==> src/rtl/sat_hold_arbiter.sv <==
// sat_hold_arbiter
//
// Four-requester round-robin arbiter with a saturating hold timer. An idle
// arbiter grants the first requester found scanning from the round-robin
// pointer. The owner keeps the grant while it requests, for at most
// MAX_HOLD+1 cycles. It is then forced off, and a one-cycle timeout pulse is
// raised. Every release passes through at least one idle cycle with no grant.
// After any release the pointer moves to owner+1.
//
// Parameters
//   N         width of the hold timer
//   MAX_HOLD  hold timer saturation value, 1..2**N-1
//
// Ports
//   clk       clock, rising edge
//   n_reset   asynchronous active-low reset
//   req       [3:0] request vector, bit i = requester i
//   grant     [3:0] registered one-hot grant, or zero when idle
//   busy      registered, high whenever any grant bit is high
//   hold_cnt  [N-1:0] registered hold timer of the current owner
//   timeout   registered one-cycle pulse following a forced release
module sat_hold_arbiter #(
  parameter int N        = 4,
  parameter int MAX_HOLD = 2**N - 1
) (
  input  logic         clk,
  input  logic         n_reset,
  input  logic [3:0]   req,
  output logic [3:0]   grant,
  output logic         busy,
  output logic [N-1:0] hold_cnt,
  output logic         timeout
);

  typedef enum logic {
    IDLE  = 1'b0,
    OWNED = 1'b1
  } state_t;

  localparam logic [N-1:0] MAX_CNT = N'(MAX_HOLD);

  state_t       state_reg,    state_next;
  logic [1:0]   ptr_reg,      ptr_next;
  logic [1:0]   owner_reg,    owner_next;
  logic [3:0]   grant_reg,    grant_next;
  logic         busy_reg,     busy_next;
  logic [N-1:0] hold_cnt_reg, hold_cnt_next;
  logic         timeout_reg,  timeout_next;

  // Candidate i of the scan is requester ptr+i (mod 4).
  logic [1:0] scan_idx [4];
  logic [3:0] scan_hit;
  logic [1:0] sel;

  genvar gi;
  generate
    for (gi = 0; gi < 4; gi++) begin : g_scan
      assign scan_idx[gi] = ptr_reg + 2'(gi);
      assign scan_hit[gi] = req[scan_idx[gi]];
    end
  endgenerate

  // The loop walks from the last candidate to the first. An earlier hit
  // therefore overrides a later one, so the winner is the nearest requester
  // at or after ptr.
  always_comb begin
    sel = ptr_reg;
    for (int i = 3; i >= 0; i--) begin
      if (scan_hit[i]) sel = scan_idx[i];
    end
  end

  always_comb begin
    state_next    = state_reg;
    ptr_next      = ptr_reg;
    owner_next    = owner_reg;
    grant_next    = grant_reg;
    hold_cnt_next = hold_cnt_reg;
    timeout_next  = 1'b0;

    case (state_reg)
      IDLE: begin
        grant_next    = 4'b0000;
        hold_cnt_next = '0;
        if (|req) begin
          owner_next = sel;
          grant_next = 4'b0001 << sel;
          state_next = OWNED;
        end
      end

      OWNED: begin
        // A dropped owner request is a normal release. This takes priority
        // over the saturation check, so a drop on the saturating edge does
        // not produce a timeout.
        if (!req[owner_reg]) begin
          grant_next    = 4'b0000;
          hold_cnt_next = '0;
          ptr_next      = owner_reg + 2'd1;
          state_next    = IDLE;
        end else if (hold_cnt_reg == MAX_CNT) begin
          grant_next    = 4'b0000;
          hold_cnt_next = '0;
          ptr_next      = owner_reg + 2'd1;
          timeout_next  = 1'b1;
          state_next    = IDLE;
        end else begin
          hold_cnt_next = hold_cnt_reg + 1'b1;
        end
      end

      default: begin
        grant_next    = 4'b0000;
        hold_cnt_next = '0;
        state_next    = IDLE;
      end
    endcase

    busy_next = |grant_next;
  end

  always_ff @(posedge clk or negedge n_reset) begin
    if (!n_reset) begin
      state_reg    <= IDLE;
      ptr_reg      <= 2'd0;
      owner_reg    <= 2'd0;
      grant_reg    <= 4'b0000;
      busy_reg     <= 1'b0;
      hold_cnt_reg <= '0;
      timeout_reg  <= 1'b0;
    end else begin
      state_reg    <= state_next;
      ptr_reg      <= ptr_next;
      owner_reg    <= owner_next;
      grant_reg    <= grant_next;
      busy_reg     <= busy_next;
      hold_cnt_reg <= hold_cnt_next;
      timeout_reg  <= timeout_next;
    end
  end

  assign grant    = grant_reg;
  assign busy     = busy_reg;
  assign hold_cnt = hold_cnt_reg;
  assign timeout  = timeout_reg;

endmodule

==> config.mk <==
export PLATFORM = sky130hd
export DESIGN_NAME = sat_hold_arbiter
export DESIGN_NICKNAME = d
export VERILOG_FILES = /design/src/rtl/sat_hold_arbiter.sv
export SDC_FILE = /design/constraint.sdc
export NUM_CORES = 1
export LEC_CHECK = 0
export ABC_AREA = 1
export CAP_MARGIN = 20
export CORE_AREA = 4 4 65 67
export CTS_BUF_LIST = sky130_fd_sc_hd__clkbuf_8
export CTS_CLUSTER_DIAMETER = 150
export DETAILED_ROUTE_END_ITERATION = 16
export DIE_AREA = 0 0 69 71
export PLACE_DENSITY = 0.49
export SYNTH_ARGS = -nofsm -noshare
export SYNTH_HDL_FRONTEND = slang
export SYNTH_SLANG_ARGS = --single-unit
==> constraint.sdc <==
create_clock -name clk -period 1.9 [get_ports clk]
set_clock_uncertainty 0.15 [all_clocks]
set_input_delay 0.19 -clock clk [delete_from_list [all_inputs] [get_ports clk]]
set_output_delay 0.19 -clock clk [all_outputs]
set_load 0.02 [all_outputs]
==> flow_summary.yaml, run 1 <==
status:
  status: "finished clean"
synthesis:
  syn_inst: 121
  syn_nets: 128
  netlist_area_um2: 886
  synth_seq_cells: 15
  synth.avg_cell_area_um2: 7.32
  synth_cell_types: 19
  yosysSeqAreaShare: 0.424
  yosys_warnings: 0
setup_path:
  cp_data_required_time_ns: 1.88
  cp.arrival_ns: 1.74
  crit_chain: "buf_4 -> nand2_1 -> o21ai_4 -> nand2_1 -> nand2_1 -> inv_1 -> nand2_2 -> nand2_2 -> nand2_2 -> nand3_1 -> nand2_2 -> nor2_2 -> nand2_1"
  cp_max_fo: 6
  max_stage_delay_ns: 0.46
  critPathCaptureType: "flip-flop"
  crit_type: "reg2reg"
  worst_path_max_delay_cell: "dfrtp_2"
  startpoint_type: "flip-flop"
final_layout:
  final_cells: 198
  drive_gt1_frac: 0.240
  antennaDiodeCount: 0
  nNetsFinal: 158
  area_growth_pct: 38.8
timing:
  report.final.slew_viol_count: 0
  period_minus_slack_ns: 1.76
  setup_viol: 0
  slew_headroom: 0.732
  hold_viol_final: 0
  period_share: 0.925
  grt_setup_unrepaired: "no"
  max_freq_mhz: 569
  tightestPinTransition_ns: 0.400
grt:
  antenna_found_initial: 0
  grt-ovfl-total: 0
  grt_start_max_net_pins: 16
  grt_pass1_wl_um: 3560
  use_met3: 0.0170
  grt_pass1_vias: 810
  grt_use_met2: 0.137
  grtUsageTotal: 0.0867
  gr-usage-met1: 0.115
  top_usage_layer: "met2"
min_path:
  hp-class: "in2async"
die:
  die_x_um: 69
  io_pins: 16
  core_area_um2: 3630
  die_h_um: 71
  fp-row-count: 22
  start_util: 0.244
  die-area_um2: 4900
place:
  dp_hpwl_um: 1510
  placed_cells: 192
  portBuffers: 15
  place.gp.congestion: 0.713
power_and_ir_drop:
  powerDensity_nw_per_um2: 1690
  internal_power_uw: 1130
  p_seq_frac: 0.263
  p_leak_uw: 0.000621
  swShare: 0.456
  pwr-share-clk: 0.118
  comb_power_share: 0.618
  vdd_ir_drop_max_mv: 0.729
  power_switching_uw: 950
  power_uw: 2080
clocking:
  clock-sinks: 15
  cts.htree.levels: 1
  clkTransAtPathRegs_ns: 0.06
  cts_buffers: 3
  clock_latency_ns: 0.24
  cts_tree: "done"
  max-clock-path-buffers: 2
  root_buffer: "clkbuf_8"
detailed_routing:
  ant_nets: 0
  first_pass_iters: 2
  remaining_drc_errors: 0
  vias_per_cell: 4.20
  vias: 831
  wl_um: 1990
  drt_iter0_drc: 31
  wl_per_cell_um: 10.1
run:
  maxCapViolCount: 0
## per-stage QoR
stage | utilization | TNS, ns | hold WS, ns | instance area [um^2] | worst slack [ns]
2_1_floorplan | - | 0 | -0.256 | 886 | 0.362
3_3_place_gp | 0.317 | -0.261 | 0.337 | 1150 | -0.102
3_5_place_dp | 0.317 | -0.474 | 0.341 | 1150 | -0.127
4_1_cts | 0.330 | 0 | 0.108 | 1200 | 0.100
5_1_grt | 0.338 | 0 | 0.121 | 1230 | 0.00611
6_report | 0.338 | 0 | 0.103 | 1230 | 0.142
## Yosys cell counts
cell type	instances	area [um^2]
ha_1	1	12.5
dfrtp_1	15	375
buf_6	1	11.3
inv_1	13	48.8
o21ai_2	1	8.76
nand2_1	38	143
nand3_1	9	45.0
nor2_1	9	33.8
nand4_1	2	12.5
nor2_2	2	12.5
inv_2	2	7.51
xnor2_1	2	17.5
o21ai_1	3	15.0
xor2_1	1	8.76
nand2_2	14	87.6
o21ai_0	4	20.0
nor4_1	1	6.26
nand3_2	1	10.0
a21oi_1	2	10.0
## metal layers
layer  share of wire  wire [um]
met1            0.52       1040
met2            0.43        859
met3           0.027         54
met4           0.019         38
met5               0          0
## worst max-delay path, delay by kind of cell (launching register included)
family	cells	cell delay, ns
AO/OA/AOI/OAI	1	0.08
buffers and inverters	2	0.25
flip-flops	1	0.46
AND/OR/NAND/NOR	10	0.71
## power groups by stage
stage	logic [uW]	registers, uW	clock network, uW
floorplan	801	573	0
global placement	1220	544	0
detailed placement	1220	547	0
CTS	1230	544	253
global route	1460	570	269
finish	1290	548	247
## worst paths after layout
kind	slack [ns]	to	cells after the start	from
setup reg to reg	0.14	busy	13	ptr_reg[0]
max in group asynchronous	1.31	ptr_reg[0]	2	n_reset
setup / recovery	0.14	busy	13	ptr_reg[0]
hold / removal	0.10	grant[0]	2	n_reset
min in group clk	0.35	hold_cnt[0]	1	hold_cnt[0]
hold reg to reg	0.35	hold_cnt[0]	1	hold_cnt[0]
## final cells by class
type	count	area, um^2
Inverter	15	58.8
Tap cell	48	60.1
Timing Repair Buffer	26	236
Fill cell	405	2400
Clock buffer	3	41.3
Clock inverter	1	3.75
Multi-Input combinational cell	90	453
Sequential cell	15	377
## cell families (layout without fill, tap and decap cells)
group | count (synthesis) | after routing | share of synthesized area
AO/OA/AOI/OAI | 10 | 10 | 0.0607
AND/OR/NAND/NOR | 76 | 76 | 0.395
XOR/XNOR | 3 | 3 | 0.0297
buffers and inverters | 16 | 45 | 0.0763
flip-flops | 15 | 15 | 0.424
adder cells (fa/ha/maj) | 1 | 1 | 0.0141
## timing repair
action | in CTS | in global routing
endpoints found under the setup margin | 0 | 2
hold endpoints to repair | 0 | 0
hold buffers | 0 | 0
resized for setup | 0 | 5
buffers inserted | 0 | 2
## cell usage in the layout, fill, tap and decap left out
| cell type | Yosys | final |
|---|---|---|
| nand2_1 | 38 | 38 |
| clkdlybuf4s50_1 | 0 | 15 |
| inv_1 | 13 | 14 |
| nand2_2 | 14 | 14 |
| dfrtp_1 | 15 | 14 |
| buf_4 | 0 | 10 |
| nand3_1 | 9 | 9 |
| nor2_1 | 9 | 8 |
| o21ai_0 | 4 | 4 |
| o21ai_1 | 3 | 3 |
| nor2_2 | 2 | 3 |
| clkbuf_8 | 0 | 3 |
| a21oi_1 | 2 | 2 |
| nand4_1 | 2 | 2 |
| xnor2_1 | 2 | 2 |
| inv_4 | 0 | 1 |
| inv_2 | 2 | 1 |
| o21ai_4 | 0 | 1 |
| nand3_2 | 1 | 1 |
| nor4_1 | 1 | 1 |
| xor2_1 | 1 | 1 |
| ha_1 | 1 | 1 |
| buf_6 | 1 | 1 |
| dfrtp_2 | 0 | 1 |
Power figures use the tool's default switching activity.
==> run 2: changes to the inputs <==
==> config.mk (replaced) <==
export PLATFORM = sky130hd
export DESIGN_NAME = sat_hold_arbiter
export DESIGN_NICKNAME = d
export VERILOG_FILES = /design/src/rtl/sat_hold_arbiter.sv
export SDC_FILE = /design/constraint.sdc
export NUM_CORES = 1
export LEC_CHECK = 0
export CAP_MARGIN = 20
export CORE_AREA = 4 4 59 61
export CTS_BUF_LIST = sky130_fd_sc_hd__clkbuf_8
export CTS_CLUSTER_DIAMETER = 150
export DETAILED_ROUTE_END_ITERATION = 16
export DIE_AREA = 0 0 63 65
export PLACE_DENSITY = 0.5
export SYNTH_ARGS = -nofsm -noshare
export SYNTH_HDL_FRONTEND = slang
export SYNTH_SLANG_ARGS = --single-unit
export TNS_END_PERCENT = 10
==> constraint.sdc (replaced) <==
create_clock -name clk -period 2.1 [get_ports clk]
set_clock_uncertainty 0.15 [all_clocks]
set_input_delay 0.21 -clock clk [delete_from_list [all_inputs] [get_ports clk]]
set_output_delay 0.21 -clock clk [all_outputs]
set_load 0.02 [all_outputs]
==> run 2 against run 1 <==
  * Non-clock buffer count shrank 10
  * First-iteration DRC count shrank 71%
  * Worst setup slack gained 0.22 ns
  * Sequential share of layout area grew 9.0 points
  * Wire length shrank 23%
  * Total power shrank 37%
  * Final cell count shrank 40%
  * Critical path depth shrank 9
  * Count of clock-buffer cells in the layout is the same
  * Critical endpoint is now grant[3]
  * Largest cell class is now registers
==> flow_summary.yaml, run 2 <==
status:
  status: "finished clean"
clocking:
  clock-sinks: 15
  cts_tree: "done"
  clkTransAtPathRegs_ns: 0.06
  cts.htree.levels: 1
  post_cts_resized: 0
  clock_latency_ns: 0.24
  cts_setup_buffers: 0
  root_buffer: "clkbuf_8"
  max-clock-path-buffers: 2
  cts_hold_buf: 0
  cts_buffers: 3
detailed_routing:
  vias_per_cell: 4.81
  wl_um: 1540
  wl_per_cell_um: 13.1
  ant_nets: 0
  drt_iter0_drc: 9
  remaining_drc_errors: 0
  vias: 568
  first_pass_iters: 3
final_layout:
  num-fill-cells: 305
  drive_gt1_frac: 0.106
  area_growth_pct: 34.7
  final_cells: 118
  antennaDiodeCount: 0
  nNetsFinal: 93
  final_cell_mix: "15 x dfrtp_1, 15 x clkdlybuf4s50_1, 8 x nor2_1"
synthesis:
  syn_inst: 65
  synth.most_common_cell: "dfrtp_1"
  synthArstFlopShare: 1.00
  synth_cell_types: 24
  synthFlopType: "dfrtp_1"
  synth.avg_cell_area_um2: 10.8
  synth_seq_cells: 15
  synth_edf_count: 0
  yosys-top-cells-area: "dfrtp_1 53%, nor2_1 4.3%, nor2b_1 3.6%, mux4_2 3.2%, nand2_1 3.2%"
  yosys-top-cells-count: "15 x dfrtp_1, 8 x nor2_1, 6 x nand2_1"
  syn_nets: 72
  netlist_area_um2: 703
  yosys.area.top_type_share: 0.534
  yosysSeqAreaShare: 0.534
  yosys_warnings: 0
  synth_largest_area_cell: "dfrtp_1"
setup_path:
  reg2reg_from: "owner_reg[0]"
  worstSetupStartpoint: "req[3]"
  crit_chain: "clkdlybuf4s50_1 -> mux4_2 -> and3_4 -> a32o_1"
  worst_path_max_delay_cell: "mux4_2"
  startpoint_type: "primary input"
  critPathCaptureType: "flip-flop"
  rrSetupSlack_ns: 0.39
  crit_type: "in2reg"
  cp_max_fo: 7
  cp_data_required_time_ns: 2.08
  cp.arrival_ns: 1.72
  max_stage_delay_ns: 0.57
grt:
  antenna_found_initial: 0
  grt_pass1_vias: 573
  grtUsageTotal: 0.0881
  grt_start_max_net_pins: 16
  grt-ovfl-total: 0
  grt_pass1_wl_um: 2680
timing:
  hold_viol_final: 0
  tns_ns: 0
  max_freq_mhz: 575
  report.final.slew_viol_count: 0
  grt_setup_unrepaired: "no"
  period_share: 0.829
  setup_viol: 0
  slew_headroom: 0.538
  tightestPinTransition_ns: 0.691
  period_minus_slack_ns: 1.74
place:
  dp_hpwl_um: 1200
  portBuffers: 15
  place.gp.congestion: 0.870
  placed_cells: 114
die:
  io_pins: 16
  die_h_um: 65
  core_area_um2: 2980
  fp-row-count: 20
  start_util: 0.236
  die_x_um: 63
  die-area_um2: 4100
power_and_ir_drop:
  p_leak_uw: 0.000402
  vdd_ir_drop_max_mv: 0.432
  power_uw: 1320
  powerDensity_nw_per_um2: 1390
min_path:
  hp-class: "in2async"
run:
  maxCapViolCount: 0
==> run 2: changes by cell type in the layout (fill, tap and decap cells not counted), moves of 4 or more <==
cell | previous run | this run
buf_4 | 10 | 1
inv_1 | 14 | 1
nand2_1 | 38 | 6
nand2_2 | 14 | 0
nand3_1 | 9 | 4
nor2b_1 | 0 | 4
==> run 2: path summary, 6_finish.rpt <==
path                       cells after the start      endpoint
max                                            4      grant[3]
min                                            1   hold_cnt[2]
max reg2reg                                    3      grant[3]
min reg2reg                                    1   hold_cnt[0]
max in group asynchronous                      1  owner_reg[1]
min in group clk                               1   hold_cnt[0]
==> run 2: cells by family (layout without fill, tap and decap cells) <==
group	after synthesis	in the layout	share of synthesized area
flops	15	15	0.534
simple gates	28	28	0.203
buf+inv	0	20	0
xor+xnor	3	3	0.0374
compound gates	16	16	0.160
mux	2	2	0.0480
fa+ha+maj	1	1	0.0178
==> run 2: layout make-up <==
type / count / area, um^2 / share of cell area
Tap cell: 33 / 41.3 / 0.0436
Multi-Input combinational cell: 50 / 328 / 0.346
Clock inverter: 1 / 3.75 / 0.00396
Timing Repair Buffer: 16 / 158 / 0.166
Sequential cell: 15 / 375 / 0.396
Clock buffer: 3 / 41.3 / 0.0436
==> run 2: metal layers <==
layer  wire length [um]  GRT usage  vias up
li1                   -          -      280
met1                661     0.0944      267
met2                755      0.138       15
met3                 82     0.0468        6
met4                 43     0.0496        0
met5                  0          0        -
==> run 2: per-stage QoR <==
step / hold slack [ns] / cell area, um^2 / util / worst slack, ns
floorplan: -0.236 / 703 / - / 0.480
CTS: 0.270 / 947 / 0.318 / 0.371
finish: 0.233 / 947 / 0.318 / 0.359
global route: 0.294 / 947 / 0.318 / 0.326
global placement: 0.339 / 902 / 0.303 / 0.152
detailed placement: 0.344 / 902 / 0.303 / 0.110
==> run 2: critical path: cells and delay by family <==
family | cells | cell delay (ns)
compound gates | 1 | 0.20
simple gates | 1 | 0.23
buf+inv | 1 | 0.51
mux | 1 | 0.57
==> run 2: where the power goes <==
group	internal (uW)	switching, uW	leakage (uW)
sequential	400	111	0.000190
clock	129	96.4	0.0000269
combinational	291	289	0.000184
==> run 3: changes to the inputs <==
--- a/config.mk
+++ b/config.mk
@@ -11,7 +11,7 @@
 export CTS_CLUSTER_DIAMETER = 150
 export DETAILED_ROUTE_END_ITERATION = 16
 export DIE_AREA = 0 0 63 65
-export PLACE_DENSITY = 0.5
+export PLACE_DENSITY = 0.51
 export SYNTH_ARGS = -nofsm -noshare
 export SYNTH_HDL_FRONTEND = slang
 export SYNTH_SLANG_ARGS = --single-unit
==> constraint.sdc (replaced) <==
create_clock -name clk -period 1.4 [get_ports clk]
set_clock_uncertainty 0.15 [all_clocks]
set_input_delay 0.14 -clock clk [delete_from_list [all_inputs] [get_ports clk]]
set_output_delay 0.14 -clock clk [all_outputs]
set_load 0.02 [all_outputs]
==> run 3 against run 2 <==
  * Count of clock-buffer cells in the layout is the same
  * Sequential power grew 45%
  * Worst setup slack lost 0.60 ns
  * First-iteration DRC count grew 89%
  * Utilization grew 3.2 points
  * Wire length grew 9.3%
  * Hold slack lost 0.17 ns
  * The flow now finishes with violations (negative setup slack)
  * Highest routed layer unchanged
  * Combinational power grew 72%
==> flow_summary.yaml, run 3 (synthesis results as in run 2) <==
timing:
  period_share: 1.17
  tightestPinTransition_ns: 0.256
  hold_slack_ns: 0.0592
  max_freq_mhz: 609
  report.final.slew_viol_count: 0
  layout_setup_ws_ns: -0.242
  slew_headroom: 0.829
  setup_viol: 14
  hold_viol_final: 0
  period_minus_slack_ns: 1.64
  grt_setup_unrepaired: "yes"
  tns_ns: -2.18
setup_path:
  crit_type: "reg2reg"
  cp_data_required_time_ns: 1.38
  cp.arrival_ns: 1.62
  r2r_cells: 3
  reg2reg_from: "owner_reg[0]"
  cp_max_fo: 4
  r2r_end: "grant[3]"
  critPathCaptureType: "flip-flop"
  startpoint_type: "flip-flop"
  rrSetupSlack_ns: -0.24
run:
  maxCapViolCount: 0
detailed_routing:
  remaining_drc_errors: 0
  ant_nets: 0
  vias_per_cell: 4.79
  wl_per_cell_um: 13.0
  drt_iter0_drc: 17
  vias: 623
  first_pass_iters: 3
  wl_um: 1690
status:
  status: "complete, but fails checks"
  violations: "negative setup slack"
die:
  core_area_um2: 2980
  start_util: 0.236
  die_h_um: 65
  fp-row-count: 20
  die-area_um2: 4100
  die_x_um: 63
  io_pins: 16
final_layout:
  area_growth_pct: 48.0
  final_common_cell: "dfrtp_1"
  num-fill-cells: 309
  nNetsFinal: 105
  seq_area_um2: 375
  multiInputGateArea_um2: 339
  final_cell_mix: "15 x dfrtp_1, 13 x buf_4, 10 x dlygate4sd2_1"
  drive_gt1_frac: 0.227
  antennaDiodeCount: 0
grt:
  antenna_found_initial: 0
  grtUsageTotal: 0.0895
  grt_pass1_vias: 649
  grt-ovfl-total: 0
  grt_start_max_net_pins: 16
  grt_pass1_wl_um: 2890
clocking:
  clock_latency_ns: 0.24
  cts_hold_buf: 0
  cts_buffers: 3
  max-clock-path-buffers: 2
  clkTransAtPathRegs_ns: 0.06
  clock-sinks: 15
  cts.htree.levels: 1
  root_buffer: "clkbuf_8"
  cts_tree: "done"
place:
  portBuffers: 15
  pre_cts_ws_ns: -0.442
  dp_hpwl_um: 1320
  place.gp.congestion: 0.892
power_and_ir_drop:
  power_uw: 2070
  powerDensity_nw_per_um2: 1990
  vdd_ir_drop_max_mv: 0.585
  p_leak_uw: 0.000523
min_path:
  hp-class: "in2async"
run 3: critical path, stage by stage (launching register included):
cell,delay [ns]
dfrtp_1,0.40
mux4_2,0.59
and3_4,0.19
a32o_1,0.20
run 3: how the worst max path moves through the flow:
stage / slack [ns] / start / end / cells after the start
floorplan: -0.19 / owner_reg[0] / grant[2] / 3
global placement: -0.39 / req[2] / grant[3] / 4
detailed placement: -0.44 / req[2] / ptr_reg[1] / 5
CTS: -0.25 / owner_reg[0] / grant[3] / 3
global route: -0.28 / owner_reg[0] / grant[2] / 3
finish: -0.24 / owner_reg[0] / grant[3] / 3
run 3: metal layers:
| layer | GRT usage | share of wire | wire length [um] | vias up |
|---|---|---|---|---|
| met5 | 0 | 0 | 0 | - |
| met4 | 0.0220 | 0.023 | 39 | 0 |
| met3 | 0.0503 | 0.074 | 124 | 4 |
| met2 | 0.155 | 0.49 | 831 | 18 |
| met1 | 0.0932 | 0.41 | 689 | 297 |
| li1 | - | - | - | 304 |
run 3: timing repair:
| item | CTS | global route |
|---|---|---|
| setup endpoints to repair | 24 | 15 |
| resized for setup | 12 | 4 |
| buffers inserted | 0 | 0 |
| pin swaps | 1 | 0 |
run 3: cell type report:
class / count / area share
sequential: 15 / 0.361
multi-input combinational: 50 / 0.326
timing repair buffer: 28 / 0.231
clock buffer: 3 / 0.0397
tap: 33 / 0.0397
clock inverter: 1 / 0.00361
run 3: per-stage QoR:
stage | std cells | instance area (um^2) | util
after floorplan | 65 | 703 | -
after global placement | 126 | 992 | 0.333
after detailed placement | 126 | 992 | 0.333
after CTS | 130 | 1030 | 0.347
after global routing | 130 | 1040 | 0.350
final | 130 | 1040 | 0.350
run 3: power breakdown:
part           switching, uW  total, uW  internal, uW
clock                    138        332           194
sequential               140        741           601
combinational            504       1000           498
